<file path="config.mk">
export PLATFORM = sky130hd
export DESIGN_NAME = fbuf_arbiter_flat
export DESIGN_NICKNAME = d
export VERILOG_FILES = /design/src/rtl/fbuf_arbiter_if.sv /design/src/rtl/fbuf_arbiter.sv /design/src/flat_wrapper.sv
export SDC_FILE = /design/constraint.sdc
export NUM_CORES = 1
export LEC_CHECK = 0
export ABC_CLOCK_PERIOD_IN_PS = 3200
export CORE_MARGIN = 8
export CORE_UTILIZATION = 52
export CTS_BUF_LIST = sky130_fd_sc_hd__clkbuf_8
export DETAILED_ROUTE_END_ITERATION = 10
export DONT_BUFFER_PORTS = 1
export PLACE_DENSITY = 0.67
export SLEW_MARGIN = 20
export SYNTH_ARGS = -nofsm -noshare
export SYNTH_HDL_FRONTEND = slang
export SYNTH_SLANG_ARGS = --single-unit
export TNS_END_PERCENT = 10
</file>
<file path="constraint.sdc">
create_clock -name clk -period 3.2 [get_ports clk]
set_input_delay 0.8 -clock clk [delete_from_list [all_inputs] [get_ports clk]]
set_output_delay 0.8 -clock clk [all_outputs]
set_load 0.05 [all_outputs]
</file>
<file path="src/rtl/fbuf_arbiter_if.sv">
// Request/response bundle between the framebuffer clients, the arbiter and the RAM.
// The slave modport is the arbiter's view; master is the clients' and RAM's view.
interface fbuf_arbiter_if #(
  parameter int unsigned ADDR_W = 9,
  parameter int unsigned DATA_W = 16
);
  logic              disp_req;
  logic [ADDR_W-1:0] disp_addr;
  logic [DATA_W-1:0] disp_data;
  logic              disp_valid;

  logic              cpu_req;
  logic              cpu_we;
  logic [ADDR_W-1:0] cpu_addr;
  logic [DATA_W-1:0] cpu_wdata;
  logic              cpu_ack;
  logic [DATA_W-1:0] cpu_rdata;

  logic              clr_start;
  logic              clr_busy;
  logic              clr_done;

  logic [ADDR_W-1:0] ram_addr;
  logic              ram_we;
  logic [DATA_W-1:0] ram_wdata;
  logic [DATA_W-1:0] ram_rdata;

  modport slave (
    input  disp_req, disp_addr, cpu_req, cpu_we, cpu_addr, cpu_wdata, clr_start, ram_rdata,
    output disp_data, disp_valid, cpu_ack, cpu_rdata, clr_busy, clr_done,
           ram_addr, ram_we, ram_wdata
  );

  modport master (
    output disp_req, disp_addr, cpu_req, cpu_we, cpu_addr, cpu_wdata, clr_start, ram_rdata,
    input  disp_data, disp_valid, cpu_ack, cpu_rdata, clr_busy, clr_done,
           ram_addr, ram_we, ram_wdata
  );
endinterface

</file>
<file path="src/rtl/fbuf_arbiter.sv">
// Single-port framebuffer arbiter: display reads > clear sequencer > CPU port,
// one RAM operation per clock, read data routed back by a read-owner tag.
module fbuf_arbiter #(
  parameter int unsigned       ADDR_W    = 9,
  parameter int unsigned       DATA_W    = 16,
  parameter logic [DATA_W-1:0] CLR_VALUE = '0
) (
  input  logic          clk,
  input  logic          res,
  fbuf_arbiter_if.slave bus
);

  typedef enum logic [1:0] {
    IDLE    = 2'd0,
    WR_ACK  = 2'd1,
    RD_WAIT = 2'd2,
    RD_ACK  = 2'd3
  } cpu_state_t;

  cpu_state_t        state;
  logic [ADDR_W-1:0] clr_cnt;
  logic [1:0]        rd_owner;
  logic [DATA_W-1:0] disp_data_q;
  logic [DATA_W-1:0] cpu_rdata_q;
  logic              disp_valid_q;
  logic              cpu_ack_q;
  logic              clr_busy_q;
  logic              clr_done_q;
  logic              clr_wr;
  logic              cpu_gnt;

  // Clear writes only once any CPU op has drained; a pending clr_start beats the CPU.
  assign clr_wr  = clr_busy_q && (state == IDLE) && !bus.disp_req;
  assign cpu_gnt = (state == IDLE) && bus.cpu_req && !bus.disp_req
                   && !clr_busy_q && !bus.clr_start;

  assign bus.disp_data  = disp_data_q;
  assign bus.disp_valid = disp_valid_q;
  assign bus.cpu_ack    = cpu_ack_q;
  assign bus.cpu_rdata  = cpu_rdata_q;
  assign bus.clr_busy   = clr_busy_q;
  assign bus.clr_done   = clr_done_q;

  // Grant mux onto the RAM port
  always_comb begin
    bus.ram_addr  = '0;
    bus.ram_we    = 1'b0;
    bus.ram_wdata = '0;
    if (bus.disp_req) begin
      bus.ram_addr = bus.disp_addr;
    end else if (clr_wr) begin
      bus.ram_addr  = clr_cnt;
      bus.ram_we    = 1'b1;
      bus.ram_wdata = CLR_VALUE;
    end else if (cpu_gnt) begin
      bus.ram_addr  = bus.cpu_addr;
      bus.ram_we    = bus.cpu_we;
      bus.ram_wdata = bus.cpu_wdata;
    end
    if (!res) begin
      bus.ram_we = 1'b0;
    end
  end

  always_ff @(posedge clk) begin
    if (!res) begin
      state        <= IDLE;
      clr_cnt      <= '0;
      rd_owner     <= '0;
      disp_data_q  <= '0;
      cpu_rdata_q  <= '0;
      disp_valid_q <= 1'b0;
      cpu_ack_q    <= 1'b0;
      clr_busy_q   <= 1'b0;
      clr_done_q   <= 1'b0;
    end else begin
      disp_valid_q <= 1'b0;
      cpu_ack_q    <= 1'b0;
      clr_done_q   <= 1'b0;

      // bit0: display read in flight, bit1: CPU read in flight
      rd_owner <= {cpu_gnt && !bus.cpu_we, bus.disp_req};
      if (rd_owner[0]) begin
        disp_data_q  <= bus.ram_rdata;
        disp_valid_q <= 1'b1;
      end
      if (rd_owner[1]) begin
        cpu_rdata_q <= bus.ram_rdata;
      end

      if (!clr_busy_q) begin
        if (bus.clr_start) begin
          clr_busy_q <= 1'b1;
          clr_cnt    <= '0;
        end
      end else if (clr_wr) begin
        clr_cnt <= clr_cnt + ADDR_W'(1);
        if (clr_cnt == '1) begin
          clr_busy_q <= 1'b0;
          clr_done_q <= 1'b1;
        end
      end

      // CPU transaction FSM; cpu_ack is registered so it coincides with WR_ACK/RD_ACK
      case (state)
        IDLE: begin
          if (cpu_gnt) begin
            state     <= bus.cpu_we ? WR_ACK : RD_WAIT;
            cpu_ack_q <= bus.cpu_we;
          end
        end
        WR_ACK:  state <= IDLE;
        RD_WAIT: begin
          state     <= RD_ACK;
          cpu_ack_q <= 1'b1;
        end
        RD_ACK:  state <= IDLE;
        default: state <= IDLE;
      endcase
    end
  end

endmodule

</file>
<file path="src/flat_wrapper.sv">
// flat-port wrapper written by rule: the top's interface ports become plain ports
module fbuf_arbiter_flat 
#(
  parameter int unsigned       ADDR_W    = 9,
  parameter int unsigned       DATA_W    = 16,
  parameter logic [DATA_W-1:0] CLR_VALUE = '0
)
  (clk, res, bus_disp_req, bus_disp_addr, bus_cpu_req, bus_cpu_we, bus_cpu_addr, bus_cpu_wdata, bus_clr_start, bus_ram_rdata, bus_disp_data, bus_disp_valid, bus_cpu_ack, bus_cpu_rdata, bus_clr_busy, bus_clr_done, bus_ram_addr, bus_ram_we, bus_ram_wdata);
  fbuf_arbiter_if #(.ADDR_W(ADDR_W), .DATA_W(DATA_W)) bus_i ();
  input  logic clk;
  input  logic res;
  input wire logic [$bits(bus_i.disp_req)-1:0] bus_disp_req;
  input wire logic [$bits(bus_i.disp_addr)-1:0] bus_disp_addr;
  input wire logic [$bits(bus_i.cpu_req)-1:0] bus_cpu_req;
  input wire logic [$bits(bus_i.cpu_we)-1:0] bus_cpu_we;
  input wire logic [$bits(bus_i.cpu_addr)-1:0] bus_cpu_addr;
  input wire logic [$bits(bus_i.cpu_wdata)-1:0] bus_cpu_wdata;
  input wire logic [$bits(bus_i.clr_start)-1:0] bus_clr_start;
  input wire logic [$bits(bus_i.ram_rdata)-1:0] bus_ram_rdata;
  output wire logic [$bits(bus_i.disp_data)-1:0] bus_disp_data;
  output wire logic [$bits(bus_i.disp_valid)-1:0] bus_disp_valid;
  output wire logic [$bits(bus_i.cpu_ack)-1:0] bus_cpu_ack;
  output wire logic [$bits(bus_i.cpu_rdata)-1:0] bus_cpu_rdata;
  output wire logic [$bits(bus_i.clr_busy)-1:0] bus_clr_busy;
  output wire logic [$bits(bus_i.clr_done)-1:0] bus_clr_done;
  output wire logic [$bits(bus_i.ram_addr)-1:0] bus_ram_addr;
  output wire logic [$bits(bus_i.ram_we)-1:0] bus_ram_we;
  output wire logic [$bits(bus_i.ram_wdata)-1:0] bus_ram_wdata;
  assign bus_i.disp_req = bus_disp_req;
  assign bus_i.disp_addr = bus_disp_addr;
  assign bus_i.cpu_req = bus_cpu_req;
  assign bus_i.cpu_we = bus_cpu_we;
  assign bus_i.cpu_addr = bus_cpu_addr;
  assign bus_i.cpu_wdata = bus_cpu_wdata;
  assign bus_i.clr_start = bus_clr_start;
  assign bus_i.ram_rdata = bus_ram_rdata;
  assign bus_disp_data = bus_i.disp_data;
  assign bus_disp_valid = bus_i.disp_valid;
  assign bus_cpu_ack = bus_i.cpu_ack;
  assign bus_cpu_rdata = bus_i.cpu_rdata;
  assign bus_clr_busy = bus_i.clr_busy;
  assign bus_clr_done = bus_i.clr_done;
  assign bus_ram_addr = bus_i.ram_addr;
  assign bus_ram_we = bus_i.ram_we;
  assign bus_ram_wdata = bus_i.ram_wdata;
  fbuf_arbiter #(.ADDR_W(ADDR_W), .DATA_W(DATA_W), .CLR_VALUE(CLR_VALUE)) u_core (.clk(clk), .res(res), .bus(bus_i));
endmodule
</file>
==> metrics.md <==
| Metric | Value |
|---|---|
| Peak Freq | about 0.37 GHz |
| XOR/XNOR Fraction of Synth Area | 0% |
| Gate Count Post-Synth | 248 |
| Setup_tns | 0 ns |
| Worst Path Required | 2.40 ns |
| CTS sink count | 49 |
| Die X | 82.9 um |
| Initial DRT Pass Iterations | 4 |
| CP arrival | roughly 1.9 ns |
| Die Footprint | 6870 um^2 |
| Core box area | 4320 um^2 |
| Max clock buf depth | 2 |
| Final count of pins violating max slew | 0 |
| CP most frequent cell | buf_4 |
| GP Congestion | 0.709 |
| Row count | 24 |
| Root Driver | clkbuf_8 |
| Syn Area/Cell | 9.39 um^2 |
| Post-Synth Adder-Cell Area | 1.07% |
| CTS H-tree lvls | 2 |
| Initial antenna violation count | 0 |
| WP buf/inv | 3 |
| Mux cell area share after synthesis | 16.4% |
| Setup crit start kind | flop |
| Post-DR wirelength/cell | 17.2 um |
| CP top delay family | buffers and inverters |
| Final Hold Vio Count | 0 |
| CP max stage delay | 0.31 ns |
| Lkg Pwr | 1.01 nW |
| Critical Setup Path Class | flop to output port |
| Resize count post-CTS | 0 |
| Run status | finished clean |
| Critical-path cell list | buf_4, nor4b_2, buf_4, and3_1, a2bb2oi_1, buf_4 |
| Ys async rst share | 0% |
| Tightest Hold Check Type | flop to flop |
| Die Y | about 83 um |
| Antenna Violating Nets Remaining | 0 |
| Routed vias | 1,787 |
| Synth Cell Area | 2330 um^2 |
| Top-Level Pins | 118 |
| TritonCTS clock tree | yes |
| Top post-synthesis cells by area | dfxtp_1, mux2i_1, nor2b_1 |
| Period minus WS final | 2.72 ns |
| CP max-delay cell | dfxtp_1 |
| Setup violators final | 0 |
| Worst-path fanout max | 29 |
| Synthesis-to-layout area growth | 14.9% |
| Top cell type's share of synthesized area | between 40 and 50% |
| Clk_lat worst skew | roughly 0.30 ns |
| Critical path endpoint category | output port |
| Commonest non-fill, non-tap cell in the layout | dfxtp_1 |
| Detailed-route vias per instance | 5.67 |
| Sequential fraction of the synthesis area | 42.1% |
| Vias in the first global route | approximately 1,700 |
| Worst relative slew slack | 36.3% |
| Least-Margin Pin Slew | approximately 0.95 ns |
| RSZ-0062 raised after global routing | false |
| Hold-fix buffers, CTS | 0 |
| Syn nets | 306 |
| DR iter-0 viols | 90 |
| Aggregate global routing overflow | 0 |
| Synth Area in Simple Gates | 26.9% |
| GRT Total Usage | 15.0% |
| Commonest cells after routing, fill and taps aside | dfxtp_1, nor2b_1, mux2i_1 |
| Leading area contributor after synthesis | dfxtp_1 |
| Share of layout cells above drive strength 1 | between 15 and 20% |
| Synth warn | 0 |
| Main combinational cell family by area after synthesis | simple AND/OR/NAND/NOR gates |
| Yosys cell types | 34 |
| Ys flop type | dfxtp_1 |
| Non-filler cells, final | 315 |
| Maxcap violations | 0 |
| Compound-Gate Fraction of Synth Area | just under 9% |
| Post-synth EDFFs | 0 |
| CTS buffer count | 5 |
| Synth Register Bits | 49 |
| Max VDD drop | 0.173 mV |
| DRT Wirelength | 5420 um |
| Starting Density | 53.8% |
| Final WS setup | 0.477 ns |
| Drc violations | 0 |
| Largest net degree at the start of global routing | 56 |
| Nets | 320 |
| Power per cell area | 449 nW/um^2 |
| Post-CTS setup buffer count | 0 |
| HPWL Detailed | 4020 um |
| Port-buffer cells | 0 |
| N_diodes | 0 |
| Clock transition at path regs | 0.09 ns |
| Post-Place Cells | 307 |
| Part of the cycle the worst path needs | a little under nine tenths |
| First-pass GRT wire length | 8840 um |
| Place WS | slightly below 0.5 ns |
| Worst Skew | ~0.011 ns |
## flip-flops by register name, summed over array words and instances (netlist names)
signal,cells
u_core.bus.clr_busy,1
u_core.bus.clr_done,1
u_core.bus.cpu_ack,1
u_core.bus.cpu_rdata,16
u_core.bus.disp_data,16
u_core.bus.disp_valid,1
u_core.clr_cnt,9
u_core.rd_owner,2
u_core.state,2
## tightest hold or removal path, stage by stage (launching register included)
cell      delay (ns)
dfxtp_1         0.34
nand3_1         0.06
a21boi_0        0.07
## path summary, 6_finish.rpt
| path | endpoint | startpoint | slack [ns] | cells after the start |
|---|---|---|---|---|
| max | bus_ram_addr[0] | u_core.bus.clr_busy$_SDFF_PN0_ | 0.48 | 6 |
| min | u_core.clr_cnt[8]$_SDFFE_PN0P_ | u_core.clr_cnt[8]$_SDFFE_PN0P_ | 0.51 | 2 |
| min reg2reg | u_core.clr_cnt[8]$_SDFFE_PN0P_ | u_core.clr_cnt[8]$_SDFFE_PN0P_ | 0.51 | 2 |
| max reg2reg | u_core.clr_cnt[2]$_SDFFE_PN0P_ | u_core.bus.clr_busy$_SDFF_PN0_ | 1.39 | 4 |
## synthesized netlist by cell type, types with 3 or more instances
master and instances:
dfxtp_1 49, nor2b_1 39, mux2i_1 37, and3_1 19, a21oi_1 18, nand3_1 18
clkbuf_1 13, buf_2 7, nand2_1 5, nand3b_1 5, nor3b_1 4, a211oi_2 3
a31oi_1 3, inv_1 3
## power by group
| group | total, mW | internal (mW) | leakage, nW | switching, mW |
|---|---|---|---|---|
| combinational | 0.154 | 0.0623 | 0.566 | 0.0919 |
| sequential | 0.687 | 0.625 | 0.398 | 0.0614 |
| clock | 0.360 | 0.155 | 0.0445 | 0.205 |
## cells by family (layout without fill, tap and decap cells)
family          count (synthesis)  count (layout)
simple gates                  102             102
flops                          49              49
mux                            38              38
compound gates                 32              32
buf+inv                        25              40
fa+ha+maj                       2               2
## area by class of cell
type | count | area (um^2)
clock inverters | 3 | 21.3
clock buffers | 5 | 68.8
repair buffers | 29 | 280
multi-input cells | 174 | 1250
well taps | 52 | 65.1
flip-flops and latches | 49 | 981
inverters | 3 | 11.3
fillers | 384 | 1650
## metrics by stage
step	utilization, %	power, mW	area [um^2]	hold slack, ns
floorplan	-	0.828	2330	0.467
global placement	59.8	0.855	2590	0.489
detailed placement	59.8	0.857	2590	0.499
CTS	61.9	1.21	2680	0.512
global route	61.9	1.25	2680	0.532
finish	61.9	1.20	2680	0.513
## layer usage
layer / global-route usage [%] / part of all wire (%)
met4: 6.23 / 1.5
met1: 17.9 / 44
met2: 20.9 / 40
met3: 9.57 / 14
met5: 0 / 0
No activity file was read; power rests on OpenSTA's default activity.
